### src/rtl/mac_array_acc.sv
// Multi-lane multiply-accumulate for the conv datapath.
// Each beat multiplies LANES ifmap/weight pairs, an adder tree sums the products,
// and the sum accumulates across a packet closed by lastdata. The pipeline has two
// stages: products into p1, then adder tree plus accumulate into the output register.
module mac_array_acc #(
  parameter int DATA_W = 16,
  parameter int LANES  = 4,
  parameter int ACC_W  = 40,
  parameter int OUT_W  = 32
) (
  input  logic                    clk,
  input  logic                    reset,
  input  logic                    signed_mode,
  input  logic                    sat_en,
  input  logic                    in_valid,
  output logic                    in_ready,
  input  logic [LANES*DATA_W-1:0] ifmap,
  input  logic [LANES*DATA_W-1:0] weights,
  input  logic                    lastdata,
  output logic                    out_valid,
  input  logic                    out_ready,
  output logic [OUT_W-1:0]        accumulation,
  output logic                    overflow,
  output logic [15:0]             out_count
);

  localparam int PROD_W = 2 * DATA_W;
  localparam logic [OUT_W-1:0] SMAX = {1'b0, {(OUT_W-1){1'b1}}};
  localparam logic [OUT_W-1:0] SMIN = {1'b1, {(OUT_W-1){1'b0}}};

  // Stage 1 operands and products
  logic [PROD_W-1:0] ext_a [LANES];
  logic [PROD_W-1:0] ext_b [LANES];
  logic [PROD_W-1:0] prod  [LANES];

  // Stage 1 registers
  logic              p1_valid;
  logic              p1_last;
  logic              p1_signed;
  logic              p1_sat;
  logic [PROD_W-1:0] p1_prod [LANES];

  // Stage 2 datapath
  logic [ACC_W-1:0]  lane_ext [LANES];
  logic [ACC_W-1:0]  tree_sum;
  logic [ACC_W:0]    usum;
  logic [ACC_W-1:0]  nsum;
  logic              wrap;
  logic              s_oor;
  logic              u_oor;
  logic              clamp;
  logic [OUT_W-1:0]  result;

  // Packet state
  logic [ACC_W-1:0]  acc;
  logic              sticky;
  logic [15:0]       cnt;
  logic [15:0]       cnt_inc;

  // Handshake
  logic              adv;
  logic              accept;

  // Stage-2 advance stalls only when a finished result cannot be handed over
  always_comb begin
    adv      = p1_valid && !(p1_last && out_valid && !out_ready);
    in_ready = !p1_valid || adv;
    accept   = in_valid && in_ready;
  end

  // Per-lane products; operands are extended to full product width first so the
  // low PROD_W bits of the product are correct in either arithmetic mode
  always_comb begin
    for (int unsigned i = 0; i < LANES; i++) begin
      ext_a[i] = {{DATA_W{signed_mode & ifmap[i*DATA_W + DATA_W - 1]}},
                  ifmap[i*DATA_W +: DATA_W]};
      ext_b[i] = {{DATA_W{signed_mode & weights[i*DATA_W + DATA_W - 1]}},
                  weights[i*DATA_W +: DATA_W]};
      prod[i]  = ext_a[i] * ext_b[i];
    end
  end

  // Stage 1 register: capture products and per-beat controls on accept
  always_ff @(posedge clk or negedge reset) begin
    if (!reset) begin
      p1_valid  <= 1'b0;
      p1_last   <= 1'b0;
      p1_signed <= 1'b0;
      p1_sat    <= 1'b0;
      for (int unsigned i = 0; i < LANES; i++) p1_prod[i] <= '0;
    end else if (accept) begin
      p1_valid  <= 1'b1;
      p1_last   <= lastdata;
      p1_signed <= signed_mode;
      p1_sat    <= sat_en;
      for (int unsigned i = 0; i < LANES; i++) p1_prod[i] <= prod[i];
    end else if (adv) begin
      p1_valid  <= 1'b0;
    end
  end

  // Adder tree over extended products, accumulate and wrap detection
  always_comb begin
    tree_sum = '0;
    for (int unsigned i = 0; i < LANES; i++) begin
      lane_ext[i] = {ACC_W{p1_signed & p1_prod[i][PROD_W-1]}};
      lane_ext[i][PROD_W-1:0] = p1_prod[i];
      tree_sum = tree_sum + lane_ext[i];
    end
    usum = {1'b0, acc} + {1'b0, tree_sum};
    nsum = usum[ACC_W-1:0];
    if (p1_signed)
      wrap = (acc[ACC_W-1] == tree_sum[ACC_W-1]) && (nsum[ACC_W-1] != acc[ACC_W-1]);
    else
      wrap = usum[ACC_W];
  end

  // Range checks against the OUT_W result width; none possible when widths match
  generate
    if (OUT_W == ACC_W) begin : g_no_clamp
      always_comb begin
        s_oor = 1'b0;
        u_oor = 1'b0;
      end
    end else begin : g_clamp
      always_comb begin
        s_oor = !((&nsum[ACC_W-1:OUT_W-1]) || !(|nsum[ACC_W-1:OUT_W-1]));
        u_oor = |nsum[ACC_W-1:OUT_W];
      end
    end
  endgenerate

  // Result selection: clamp to the mode's OUT_W range when enabled, else truncate
  always_comb begin
    result = nsum[OUT_W-1:0];
    clamp  = 1'b0;
    if (p1_sat) begin
      if (p1_signed && s_oor) begin
        clamp  = 1'b1;
        result = nsum[ACC_W-1] ? SMIN : SMAX;
      end else if (!p1_signed && u_oor) begin
        clamp  = 1'b1;
        result = '1;
      end
    end
  end

  // Saturating beat counter increment
  always_comb begin
    cnt_inc = (cnt == 16'hFFFF) ? cnt : cnt + 16'd1;
  end

  // Packet accumulator, sticky wrap flag and beat count
  always_ff @(posedge clk or negedge reset) begin
    if (!reset) begin
      acc    <= '0;
      sticky <= 1'b0;
      cnt    <= '0;
    end else if (adv) begin
      if (p1_last) begin
        acc    <= '0;
        sticky <= 1'b0;
        cnt    <= '0;
      end else begin
        acc    <= nsum;
        sticky <= sticky | wrap;
        cnt    <= cnt_inc;
      end
    end
  end

  // Output register: load on the closing beat, otherwise clear once consumed
  always_ff @(posedge clk or negedge reset) begin
    if (!reset) begin
      out_valid    <= 1'b0;
      accumulation <= '0;
      overflow     <= 1'b0;
      out_count    <= '0;
    end else if (adv && p1_last) begin
      out_valid    <= 1'b1;
      accumulation <= result;
      overflow     <= sticky | wrap | clamp;
      out_count    <= cnt_inc;
    end else if (out_ready) begin
      out_valid    <= 1'b0;
      accumulation <= '0;
      overflow     <= 1'b0;
      out_count    <= '0;
    end
  end

endmodule

### config.mk
export PLATFORM = sky130hd
export DESIGN_NAME = mac_array_acc
export DESIGN_NICKNAME = d
export VERILOG_FILES = /design/src/rtl/mac_array_acc.sv
export SDC_FILE = /design/constraint.sdc
export NUM_CORES = 2
export LEC_CHECK = 0
export CELL_PAD_IN_SITES_DETAIL_PLACEMENT = 0
export CELL_PAD_IN_SITES_GLOBAL_PLACEMENT = 1
export CORE_MARGIN = 1
export CORE_UTILIZATION = 54
export DETAILED_ROUTE_END_ITERATION = 6
export PLACE_DENSITY_LB_ADDON = 0.1
export SYNTH_ARGS = -nofsm -noshare
export SYNTH_HDL_FRONTEND = slang
export SYNTH_SLANG_ARGS = --single-unit
### constraint.sdc
create_clock -name clk -period 18.95 [get_ports clk]
set_input_delay 1.895 -clock clk [delete_from_list [all_inputs] [get_ports clk]]
set_output_delay 1.895 -clock clk [all_outputs]
set_load 0.05 [all_outputs]
==> results.json <==
{
  "min_period_ps": 9329,
  "ys_types": 83,
  "ant_nets": 0,
  "firstDrtPassIters": 5,
  "die_area_sq_um": 105200,
  "dieWidth_um": 324.3,
  "critPathMaxFanout": 18,
  "synth_nets": 7805,
  "syn_inst": 6068,
  "final_cells": 7448,
  "multi_input_area_sq_um": 44120,
  "htree_num_levels": 1,
  "viasPerCell": 5.359,
  "clk_latency_ps": 560,
  "fmax_mhz": 107.2,
  "pin_count": 186,
  "rsz0062_at_grt": "false",
  "overflow": 0,
  "startpoint_type": "input pin",
  "worstSetupPathType": "input pin to flop",
  "worstMarginPinSlew_ps": 1143,
  "skew_ps": 7.013,
  "grt_usage": 0.2729,
  "ys.flop_type": "dfrtp_1",
  "syn2layout_area_growth_pct": 6.735,
  "cts_hold_buf": 0,
  "hold_viol": 0,
  "async_flop_share": 1.000,
  "rows": 117,
  "drv_cap": 0,
  "final_cell_area_sq_um": 59860,
  "relSlewSlack": 0.2379,
  "path_clk_slew_ps": 60,
  "cts_tree": "yes",
  "placed_cell_area_sq_um": 58860,
  "cp_data_required_time_ps": 19350,
  "final-seq-area_sq_um": 5981,
  "dp_hpwl_mm": 112.6,
  "cts_root_buffer": "clkbuf_16",
  "dp.cells": 7398,
  "ys_warn_count": 0,
  "fin_nets": 7798,
  "antenna_found_initial": 3,
  "cp.arrival_ps": 9730,
  "wl_mm": 136.5,
  "status": "finished clean",
  "hold_class": "flop to flop",
  "die_y_um": 324.3,
  "io_buffer_count": 185,
  "setup-tns-final_ps": 0,
  "grt_start_max_net_pins": 124,
  "yosysSeqAreaShare": 0.1066,
  "fillers": 9271,
  "core_region_area_sq_um": 102300,
  "cts_sinks": 239,
  "drc": 0,
  "synth-seq-cells": 239,
  "synth_edf_count": 0,
  "post_drt_wl_per_cell_um": 18.32,
  "vias": 39910,
  "drv_slew": 0,
  "syn_area_sq_um": 56090,
  "drt_iter0_markers": 2308,
  "grt_pass1_vias": 41880,
  "hold_ws_ps": 477.0,
  "endpoint_kind": "flop",
  "grt_pass1_wl_mm": 225.8,
  "fin_crit_sh": 0.4923,
  "cts_resized": 0,
  "cts_buffers": 29,
  "initial_core_util": 0.5481,
  "post_cts_buffers": 0,
  "drive_above_1_share": 0.03027,
  "avgSynthCellArea_sq_um": 9.243,
  "cts_max_path_buffers": 3,
  "gp_congestion": 0.8694,
  "setup_violations": 0
}
-- per-stage QoR --
stage,worst slack [ps],utilization
3_3_place_gp,9264,0.5753
6_report,9621,0.5850
5_1_grt,9092,0.5850
2_1_floorplan,10500,-
3_5_place_dp,9078,0.5753
4_1_cts,9651,0.5850
-- final cells by class --
| cell class | count | share of cell area |
|---|---|---|
| antenna | 1 | 0.00004180 |
| clock buffer | 37 | 0.01346 |
| clock inverter | 12 | 0.003219 |
| inverter | 1333 | 0.08358 |
| multi-input combinational | 4247 | 0.7370 |
| sequential | 239 | 0.09990 |
| tap | 1368 | 0.02859 |
| timing repair buffer | 211 | 0.03419 |
-- flip-flops by register name (all words and copies together), names as in the netlist --
register	count
p1_signed	1
accumulation	32
lane_ext	128
out_count	16
p1_valid	1
acc	40
out_valid	1
cnt	16
p1_sat	1
overflow	1
sticky	1
p1_last	1
-- placed cells by master, fill, tap and decap left out, drive strengths merged, types with 11 or more instances in the layout --
cell type      count
nor3              36
o31ai             17
ha               406
a221o             36
nand3             59
xnor2            142
and2             442
or2               65
clkdlybuf4s50    183
nand4             12
a21o              74
inv             1332
o21bai            15
a21oi            150
a22o              36
xor2              83
o21ai            210
a211oi            18
dfrtp            239
or3               11
nor2b             17
and3              47
o21a              28
a31oi             25
o211ai            16
buf               28
nand2b            27
mux2              23
nor2              99
fa              1196
clkbuf            37
nand2            851
-- cells in the mapped netlist, types with 36 or more instances --
| master | n | area share |
|---|---|---|
| nand2_1 | 851 | 0.057 |
| and3_1 | 47 | 0.0052 |
| nor3_1 | 36 | 0.0032 |
| a21o_1 | 74 | 0.0099 |
| xor2_1 | 83 | 0.013 |
| dfrtp_1 | 239 | 0.11 |
| nand3_1 | 58 | 0.0052 |
| xnor2_1 | 141 | 0.022 |
| a221o_1 | 36 | 0.0064 |
| a21oi_1 | 148 | 0.013 |
| ha_1 | 406 | 0.091 |
| or2_2 | 63 | 0.0070 |
| nor2_1 | 99 | 0.0066 |
| fa_1 | 1196 | 0.43 |
| a22o_1 | 36 | 0.0056 |
| o21ai_0 | 193 | 0.017 |
| inv_1 | 1332 | 0.089 |
| clkbuf_1 | 228 | 0.015 |
| and2_1 | 442 | 0.049 |
-- worst max-delay path: stages --
cell	delay (ps)
clkdlybuf4s50_1	920
nand2_1	460
or2_2	420
fa_1	450
fa_1	490
inv_1	50
fa_1	470
inv_1	50
fa_1	470
fa_1	490
inv_1	50
fa_1	430
ha_1	340
and3_1	200
and2_1	180
a221o_1	330
a2111oi_0	630
nor2_1	130
a21oi_1	310
a211oi_1	160
a41o_1	280
o41ai_1	300
xnor2_1	160
o21ai_1	70
-- final timing paths --
path | start | to | slack [ps] | cells past startpoint
setup reg to reg | lane_ext[1]$_DFFE_PN0P_ | accumulation[20]$_DFFE_PN0P_ | 9770 | 30
max in group asynchronous | reset | lane_ext[53]$_DFFE_PN0P_ | 15170 | 3
min in group asynchronous | reset | accumulation[29]$_DFFE_PN0P_ | 1360 | 1
hold / removal | lane_ext[19]$_DFFE_PN0P_ | lane_ext[19]$_DFFE_PN0P_ | 480 | 2
hold reg to reg | lane_ext[19]$_DFFE_PN0P_ | lane_ext[19]$_DFFE_PN0P_ | 480 | 2
setup / recovery | weights[31] | lane_ext[111]$_DFFE_PN0P_ | 9620 | 24
-- per-layer routing --
layer  vias to the layer above  part of all wire  GRT usage
met2                       930              0.49     0.4561
met1                     20460              0.44     0.3906
met3                       151             0.047    0.02235
met5                         -           0.00025          0
met4                         4             0.021    0.05618
li1                      18370                 -          -
-- cell families after synthesis --
logic type               synth area share
multiplexers                     0.005867
adder cells (fa/ha/maj)            0.5175
AO/OA/AOI/OAI                     0.08122
flip-flops                         0.1066
buffers and inverters              0.1069
XOR/XNOR                          0.03527
AND/OR/NAND/NOR                    0.1466
Power is left out: the tool's default activity adds up to more than one toggle a clock period on the data nets, which glitch-free logic cannot reach.
